`config.mk`:
```
export PLATFORM = sky130hd
export DESIGN_NAME = aq_gemac_tx_framer
export DESIGN_NICKNAME = d
export VERILOG_FILES = /design/src/rtl/aq_gemac_tx_framer.sv
export SDC_FILE = /design/constraint.sdc
export NUM_CORES = 1
export LEC_CHECK = 0
export BUFFER_PORTS_ARGS = -buffer_cell sky130_fd_sc_hd__buf_2
export CAP_MARGIN = 20
export CELL_PAD_IN_SITES_DETAIL_PLACEMENT = 0
export CELL_PAD_IN_SITES_GLOBAL_PLACEMENT = 2
export CORE_MARGIN = 3
export CORE_UTILIZATION = 43
export DETAILED_ROUTE_END_ITERATION = 10
export GPL_ROUTABILITY_DRIVEN = 0
export PLACE_DENSITY_LB_ADDON = 0.2
export REMOVE_ABC_BUFFERS = 1
export SYNTH_ARGS = -nofsm -noshare
export SYNTH_HDL_FRONTEND = slang
export SYNTH_SLANG_ARGS = --single-unit
```
`constraint.sdc`:
```
create_clock -name tx_clk -period 5.48 [get_ports tx_clk]
set_input_delay 1.096 -clock tx_clk [delete_from_list [all_inputs] [get_ports tx_clk]]
set_output_delay 1.096 -clock tx_clk [all_outputs]
set_load 0.1 [all_outputs]
```
`src/rtl/aq_gemac_tx_framer.sv`:
```
`default_nettype none
// ============================================================================
// Module   : aq_gemac_tx_framer
// Purpose  : GMII TX framer - preamble/SFD, payload, pad, FCS, IFG, underrun
// Revision : 1.0
// ============================================================================
module aq_gemac_tx_framer #(
  parameter int PREAMBLE_LEN = 7,
  parameter int MIN_FRAME    = 60,
  parameter int IFG_BYTES    = 12
) (
  input  logic       tx_clk,
  input  logic       rst,
  input  logic [7:0] tx_data,
  input  logic       tx_valid,
  input  logic       tx_last,
  output logic       tx_ready,
  output logic [7:0] bgmii_txd,
  output logic       bgmii_txe,
  output logic       bgmii_txer,
  output logic       tx_done,
  output logic       tx_underrun,
  output logic       busy
);

  typedef enum logic [2:0] {
    S_IDLE  = 3'd0,
    S_PRE   = 3'd1,
    S_SFD   = 3'd2,
    S_DATA  = 3'd3,
    S_PAD   = 3'd4,
    S_FCS   = 3'd5,
    S_DRAIN = 3'd6,
    S_IFG   = 3'd7
  } state_t;

  localparam logic [3:0]  c_pre_last  = 4'(PREAMBLE_LEN - 1);
  localparam logic [7:0]  c_ifg_last  = 8'(IFG_BYTES - 1);
  localparam logic [10:0] c_min_frame = 11'(MIN_FRAME);
  localparam logic [10:0] c_cnt_max   = 11'h7FF;
  localparam logic [31:0] c_crc_init  = 32'hFFFF_FFFF;
  localparam logic [31:0] c_crc_poly  = 32'hEDB8_8320;

  state_t      state_q, state_d;
  logic [3:0]  pre_cnt_q, pre_cnt_d;
  logic [1:0]  fcs_cnt_q, fcs_cnt_d;
  logic [7:0]  ifg_cnt_q, ifg_cnt_d;
  logic [10:0] byte_cnt_q, byte_cnt_d;
  logic [31:0] crc_q, crc_d;
  logic        abort_q, abort_d;
  logic [7:0]  txd_q, txd_d;
  logic        txe_q, txe_d;
  logic        txer_q, txer_d;
  logic        done_q, done_d;
  logic        undr_q, undr_d;
  logic        ready_q;
  logic        busy_q;

  logic [10:0] w_byte_inc;
  logic [31:0] w_fcs;

  // Reflected CRC-32, one byte, LSB first.
  function automatic logic [31:0] crc32_byte(input logic [31:0] c, input logic [7:0] d);
    logic [31:0] r;
    r = c ^ {24'h000000, d};
    for (int i = 0; i < 8; i++) begin
      r = r[0] ? ((r >> 1) ^ c_crc_poly) : (r >> 1);
    end
    return r;
  endfunction

  assign w_byte_inc = (byte_cnt_q == c_cnt_max) ? byte_cnt_q : byte_cnt_q + 11'd1;
  assign w_fcs      = ~crc_q;

  // Output registers carry what the current state drives, so the wire lags
  // the state by one cycle and an accepted byte appears the cycle after.
  always_comb begin
    state_d    = state_q;
    pre_cnt_d  = pre_cnt_q;
    fcs_cnt_d  = fcs_cnt_q;
    ifg_cnt_d  = ifg_cnt_q;
    byte_cnt_d = byte_cnt_q;
    crc_d      = crc_q;
    abort_d    = abort_q;
    txd_d      = 8'h00;
    txe_d      = 1'b0;
    txer_d     = 1'b0;
    done_d     = 1'b0;
    undr_d     = 1'b0;

    case (state_q)
      S_IDLE: begin
        if (tx_valid) begin
          state_d = S_PRE;
        end
      end
      S_PRE: begin
        txd_d = 8'h55;
        txe_d = 1'b1;
        if (pre_cnt_q == c_pre_last) begin
          state_d = S_SFD;
        end else begin
          pre_cnt_d = pre_cnt_q + 4'd1;
        end
      end
      S_SFD: begin
        txd_d      = 8'hD5;
        txe_d      = 1'b1;
        crc_d      = c_crc_init;
        pre_cnt_d  = 4'd0;
        fcs_cnt_d  = 2'd0;
        ifg_cnt_d  = 8'd0;
        byte_cnt_d = 11'd0;
        abort_d    = 1'b0;
        state_d    = S_DATA;
      end
      S_DATA: begin
        txe_d = 1'b1;
        if (tx_valid) begin
          txd_d      = tx_data;
          crc_d      = crc32_byte(crc_q, tx_data);
          byte_cnt_d = w_byte_inc;
          if (tx_last) begin
            state_d = (w_byte_inc < c_min_frame) ? S_PAD : S_FCS;
          end
        end else begin
          txer_d  = 1'b1;
          undr_d  = 1'b1;
          abort_d = 1'b1;
          state_d = S_DRAIN;
        end
      end
      S_PAD: begin
        txe_d      = 1'b1;
        crc_d      = crc32_byte(crc_q, 8'h00);
        byte_cnt_d = w_byte_inc;
        if (w_byte_inc >= c_min_frame) begin
          state_d = S_FCS;
        end
      end
      S_FCS: begin
        txe_d     = 1'b1;
        txd_d     = w_fcs[{fcs_cnt_q, 3'b000} +: 8];
        fcs_cnt_d = fcs_cnt_q + 2'd1;
        if (fcs_cnt_q == 2'd3) begin
          state_d = S_IFG;
        end
      end
      S_DRAIN: begin
        if (tx_valid && tx_last) begin
          state_d = S_IFG;
        end
      end
      S_IFG: begin
        done_d = (ifg_cnt_q == 8'd0) && !abort_q;
        if (ifg_cnt_q == c_ifg_last) begin
          // Going straight to PRE keeps the wire gap at exactly IFG_BYTES.
          state_d = tx_valid ? S_PRE : S_IDLE;
        end else begin
          ifg_cnt_d = ifg_cnt_q + 8'd1;
        end
      end
      default: begin
        state_d = S_IDLE;
      end
    endcase
  end

  always_ff @(posedge tx_clk or posedge rst) begin
    if (rst) begin
      state_q    <= S_IDLE;
      pre_cnt_q  <= 4'd0;
      fcs_cnt_q  <= 2'd0;
      ifg_cnt_q  <= 8'd0;
      byte_cnt_q <= 11'd0;
      crc_q      <= c_crc_init;
      abort_q    <= 1'b0;
      txd_q      <= 8'h00;
      txe_q      <= 1'b0;
      txer_q     <= 1'b0;
      done_q     <= 1'b0;
      undr_q     <= 1'b0;
      ready_q    <= 1'b0;
      busy_q     <= 1'b0;
    end else begin
      state_q    <= state_d;
      pre_cnt_q  <= pre_cnt_d;
      fcs_cnt_q  <= fcs_cnt_d;
      ifg_cnt_q  <= ifg_cnt_d;
      byte_cnt_q <= byte_cnt_d;
      crc_q      <= crc_d;
      abort_q    <= abort_d;
      txd_q      <= txd_d;
      txe_q      <= txe_d;
      txer_q     <= txer_d;
      done_q     <= done_d;
      undr_q     <= undr_d;
      ready_q    <= (state_d == S_DATA) || (state_d == S_DRAIN);
      busy_q     <= (state_d != S_IDLE);
    end
  end

  assign tx_ready    = ready_q;
  assign bgmii_txd   = txd_q;
  assign bgmii_txe   = txe_q;
  assign bgmii_txer  = txer_q;
  assign tx_done     = done_q;
  assign tx_underrun = undr_q;
  assign busy        = busy_q;

endmodule
`default_nettype wire

```
# Yosys cells after proc, flatten, opt, wreduce, memory -nomap -nowiden
# Cells that the tools add are included.
[totals]
regBits = 74
in_bits = 12
output_inout_bits = 14
wordCells = 117
[classes]
n_addsub = 4
magnitude_cmp = 2
n_eq_ne = 17
shifts = 1
n_mux = 45
bitwise = 18
n_reduce_logical = 17
[op_table]
columns = ["operator", "n"]
rows = [
  ["$mux 32", 17],
  ["$not 13->14", 16],
  ["$pmux 32 s3", 1],
  ["$pmux 11 s3", 1],
  ["$not 32->32", 1],
  ["$pmux 8 s4", 1],
  ["$shiftx 32x6->8", 1],
  ["$xor 32x8->32", 1],
  ["$mux 3", 8],
  ["$pmux 3 s8", 1],
  ["$mux 11", 2],
  ["$mux 8", 2],
  ["$pmux 8 s2", 1],
  ["$eq 3x3->1 const B", 5],
  ["$add 11x1->11 const B", 1],
  ["$eq 11x11->1 const B", 1],
  ["$ge 11x6->1 const B", 1],
  ["$lt 11x6->1 const B", 1],
  ["$eq 3x2->1 const B", 3],
  ["$add 8x1->8 const B", 1],
  ["$eq 8x4->1 const B", 1],
  ["$logic_not 8->1", 1],
  ["$ne 2x2->1 const B", 4],
  ["$pmux 4 s2", 1],
  ["other kinds (17)", 31],
]

# Depth between registers and ports, before layout
[depth]
ltp_word = 19
mapped_depth = 8
ltp_nobuf = 8

# Worst setup path before layout
# Ideal clock, no wire load.
[synth_timing]
path_kind = "input port to flip-flop"
startpoint = "input port tx_data[0]"
endpoint = "register crc_q[26]"
setup_time_ns = 0.083
arrival_ns = 2.698
required_ns = 5.397
slack_ns = 2.699
stages = 7
path_buffers = 1
cell_sequence = "clkbuf_2 > xnor2_4 > xor2_4 > xnor3_2 > xnor2_1 > a221oi_1 > nor2_1"
[synth_between]
elab_chain_cells = 12
[synth_lines]
columns = ["item", "line", "source"]
rows = [
  ["start, declared", "14", "input logic [7:0] tx_data,"],
  ["$xor 32x8->32 (*)", "65", "r = c ^ {24'h000000, d};"],
  ["$mux 32 (*) (7 in a row)", "67", "r = r[0] ? ((r >> 1) ^ c_crc_poly) : (r >> 1);"],
  ["$not 13->14 (no source line)", "--", ""],
  ["$mux 32 (*)", "67", ""],
  ["$mux 32 (*)", "119", "if (tx_valid) begin"],
  ["$pmux 32 s3 (*)", "91", "case (state_q)"],
  ["end signal, assigned", "176", "crc_q <= c_crc_init;"],
  ["end signal, assigned", "191", "crc_q <= crc_d;"],
  ["end, declared", "49", "logic [31:0] crc_q, crc_d;"],
]
# Mark *: on every way between the ends. The rest lies on a longest branch, timed or not. The select of a mux whose other input is x is not followed.
# A chain may end at the register's enable or synchronous reset.

# Worst setup path after layout
[layout_timing]
startpoint = "register state_q[0]"
endpoint = "register byte_cnt_q[4]"
[layout_between]
elab_chain_cells = 3
[layout_lines]
columns = ["item", "line", "source"]
rows = [
  ["start, declared", "44", "state_t state_q, state_d;"],
  ["start signal, assigned", "186", "state_q <= state_d;"],
  ["$eq 3x2->1 / $eq 3x3->1 (equally long branches)", "91", ""],
  ["$ne 2x2->1 (no source line) / $reduce_bool 3->1 (equally long branches)", "--", ""],
  ["$reduce_and 2->1 (no source line)", "--", ""],
  ["end signal, assigned", "190", "byte_cnt_q <= byte_cnt_d;"],
  ["end, declared", "48", "logic [10:0] byte_cnt_q, byte_cnt_d;"],
]
# Parallel ways exist; a longest one is shown, timed or not.

==> impl_metrics.json <==
{
  "syn_area_sq_um": 5470,
  "avgRoutedWirePerCell_um": 19.7,
  "viasPerCell": 5.65,
  "fmax_mhz": 320,
  "slew_headroom": 0.370,
  "wl_um": 14800,
  "yosysSeqAreaShare": 0.346,
  "place_area_sq_um": 5630,
  "nFillCells": 1170,
  "drt-pass1-iter-count": 5,
  "rsz0062_at_grt": "no",
  "num_io_pins": 26,
  "fin_setup_tns_ps": 0,
  "antenna_found_initial": 0,
  "critPathKind": "register to register",
  "area_growth_pct": 8.53,
  "worstMarginPinSlew_ps": 945,
  "drcViolationCount": 0,
  "initial_core_util": 0.448,
  "insertion_delay_ps": 350,
  "critPathCaptureType": "register",
  "seq_area_sq_um": 1890,
  "grt_overflow": 0,
  "layout_commonest_cell": "xnor2_1",
  "antenna_left": 0,
  "drtIter0Drc": 427,
  "grt_pass1_vias": 3995,
  "chipHeight_um": 119,
  "dp_hpwl_um": 9820,
  "diodes": 0,
  "vias": 4231,
  "clockRootBuffer": "clkbuf_16",
  "finalCritPeriodShare": 0.571,
  "min_period_ps": 3130,
  "grt_pass1_wl_um": 23700,
  "layout_common_cells": "xnor2_1 (82), nor2_1 (62), xor2_1 (51)",
  "synth-async-reset-ratio": 1.00,
  "multiInputGateArea_sq_um": 3320,
  "cp-startpoint": "state_q[0]$_DFF_PP0_",
  "tritoncts": "built",
  "holdBufCountCts": 0,
  "grt_use_total": 0.218,
  "path_max_fanout": 26,
  "clk_pin_slew_ps": 60,
  "design.core.area_sq_um": 12200,
  "fp.dieArea_sq_um": 14100,
  "ys.warnings.count": 0,
  "die_w_um": 119,
  "cts_setup_buffers": 0,
  "setup_viol": 0,
  "ys_types": 64,
  "yosysTopAreaCellShare": 0.192,
  "hold_class": "register to register",
  "slew_violations": 0,
  "hold-worst-slack_ps": 495,
  "dp_cells": 731,
  "ys_ff_latch": 74,
  "clock_sinks": 74,
  "cts-htree-levels": 3,
  "outcome": "finished clean",
  "hold_viol": 0,
  "synth.area.top_cells": "dfrtp_1 (19%), dfstp_2 (15%), xnor2_1 (13%), xor2_1 (8.2%), nor2_1 (4.3%)",
  "synth-edff-count": 0,
  "yosysTopAreaCell": "dfrtp_1",
  "arrival_ps": 3350,
  "layout.nets": 594,
  "syn_avg_cell_area_sq_um": 9.50,
  "final_cells": 749,
  "finClkSkew_ps": 7.14,
  "final_layout_size_suffix_gt1_frac": 0.182,
  "cts_buffers": 9,
  "cts_resized": 0,
  "design_area_sq_um": 5940,
  "grt_max_degree": 46,
  "reg2reg_from": "state_q[0]$_DFF_PP0_",
  "cp-start-kind": "register",
  "critical_path_required_ps": 5700,
  "cts_buffer_depth": 2,
  "place.port_buffers": 25,
  "synth_flop_cell": "dfrtp_1",
  "min-delay-start": "crc_q[15]$_DFFE_PP1P_",
  "rows": 40,
  "synthCells": 576,
  "cap_violations": 0
}
==> synthesized netlist by cell type (3+ instances only) <==
master and count:
xnor2_1 82, nor2_1 62, xor2_1 51, dfrtp_1 42, nand2_1 40, dfstp_2 32
o21ai_0 32, a21oi_1 26, clkbuf_1 25, a221oi_1 12, nand3_1 12, o21a_1 12
inv_1 10, buf_4 8, o221ai_1 8, mux4_2 7, nor3_1 7, o22ai_1 7
ha_1 6, nand4_1 6, a31oi_1 5, and2_1 5, and3_1 5, a21boi_0 4
buf_2 4, o211ai_1 4, xnor2_4 4, a22oi_1 3, and4_1 3, buf_1 3
nand2b_1 3, nand3b_1 3, nor2b_1 3, xnor2_2 3
==> registers in the layout, indices dropped and copies added, names as in the netlist <==
name         flops
tx_ready         1
tx_underrun      1
state_q          3
bgmii_txe        1
busy             1
byte_cnt_q      11
abort_q          1
bgmii_txd        8
crc_q           32
tx_done          1
fcs_cnt_q        2
ifg_cnt_q        8
pre_cnt_q        4
==> worst paths after layout <==
kind	endpoint	slack, ps	cells past startpoint
min in group asynchronous	crc_q[14]$_DFFE_PP1P_	1140	2
min reg2reg	crc_q[15]$_DFFE_PP1P_	500	2
max reg2reg	byte_cnt_q[4]$_DFFE_PP0P_	2350	5
max	byte_cnt_q[4]$_DFFE_PP0P_	2350	5
max in group asynchronous	crc_q[0]$_DFFE_PP1P_	3810	3
min	crc_q[15]$_DFFE_PP1P_	500	2
==> logic make-up after synthesis <==
family          synth area share
buf+inv                   0.0483
xor+xnor                   0.259
mux                       0.0373
simple gates               0.131
flops                      0.346
fa+ha+maj                 0.0137
compound gates             0.165
==> area by class of cell <==
type,count,share of cell area
Inverter,10,0.00632
Multi-Input combinational cell,448,0.559
Timing Repair Buffer,33,0.0352
Tap cell,168,0.0354
Clock inverter,7,0.00759
Clock buffer,9,0.0379
Sequential cell,74,0.319
==> per-layer routing <==
| metal | GRT usage | part of all wire | vias up |
|---|---|---|---|
| met3 | 0.0464 | 0.072 | 19 |
| li1 | - | - | 1999 |
| met5 | 0 | 0 | - |
| met1 | 0.327 | 0.48 | 2071 |
| met4 | 0.0731 | 0.018 | 0 |
| met2 | 0.309 | 0.43 | 142 |
==> per-stage QoR <==
| step | utilization | worst slack (ps) |
|---|---|---|
| finish | 0.486 | 2350 |
| floorplan | - | 1610 |
| global placement | 0.461 | 2380 |
| global route | 0.486 | 2090 |
| detailed placement | 0.461 | 2360 |
| CTS | 0.483 | 2380 |
==> worst max-delay path, cell delays in order, from the launching register on <==
cell	delay [ps]
dfrtp_1	810
nor2_1	240
nand2_1	650
nand2_1	770
a41oi_1	460
a21oi_1	60
Power is left out: the tool's default activity adds up to more than one toggle a clock period on the data nets, which glitch-free logic cannot reach.
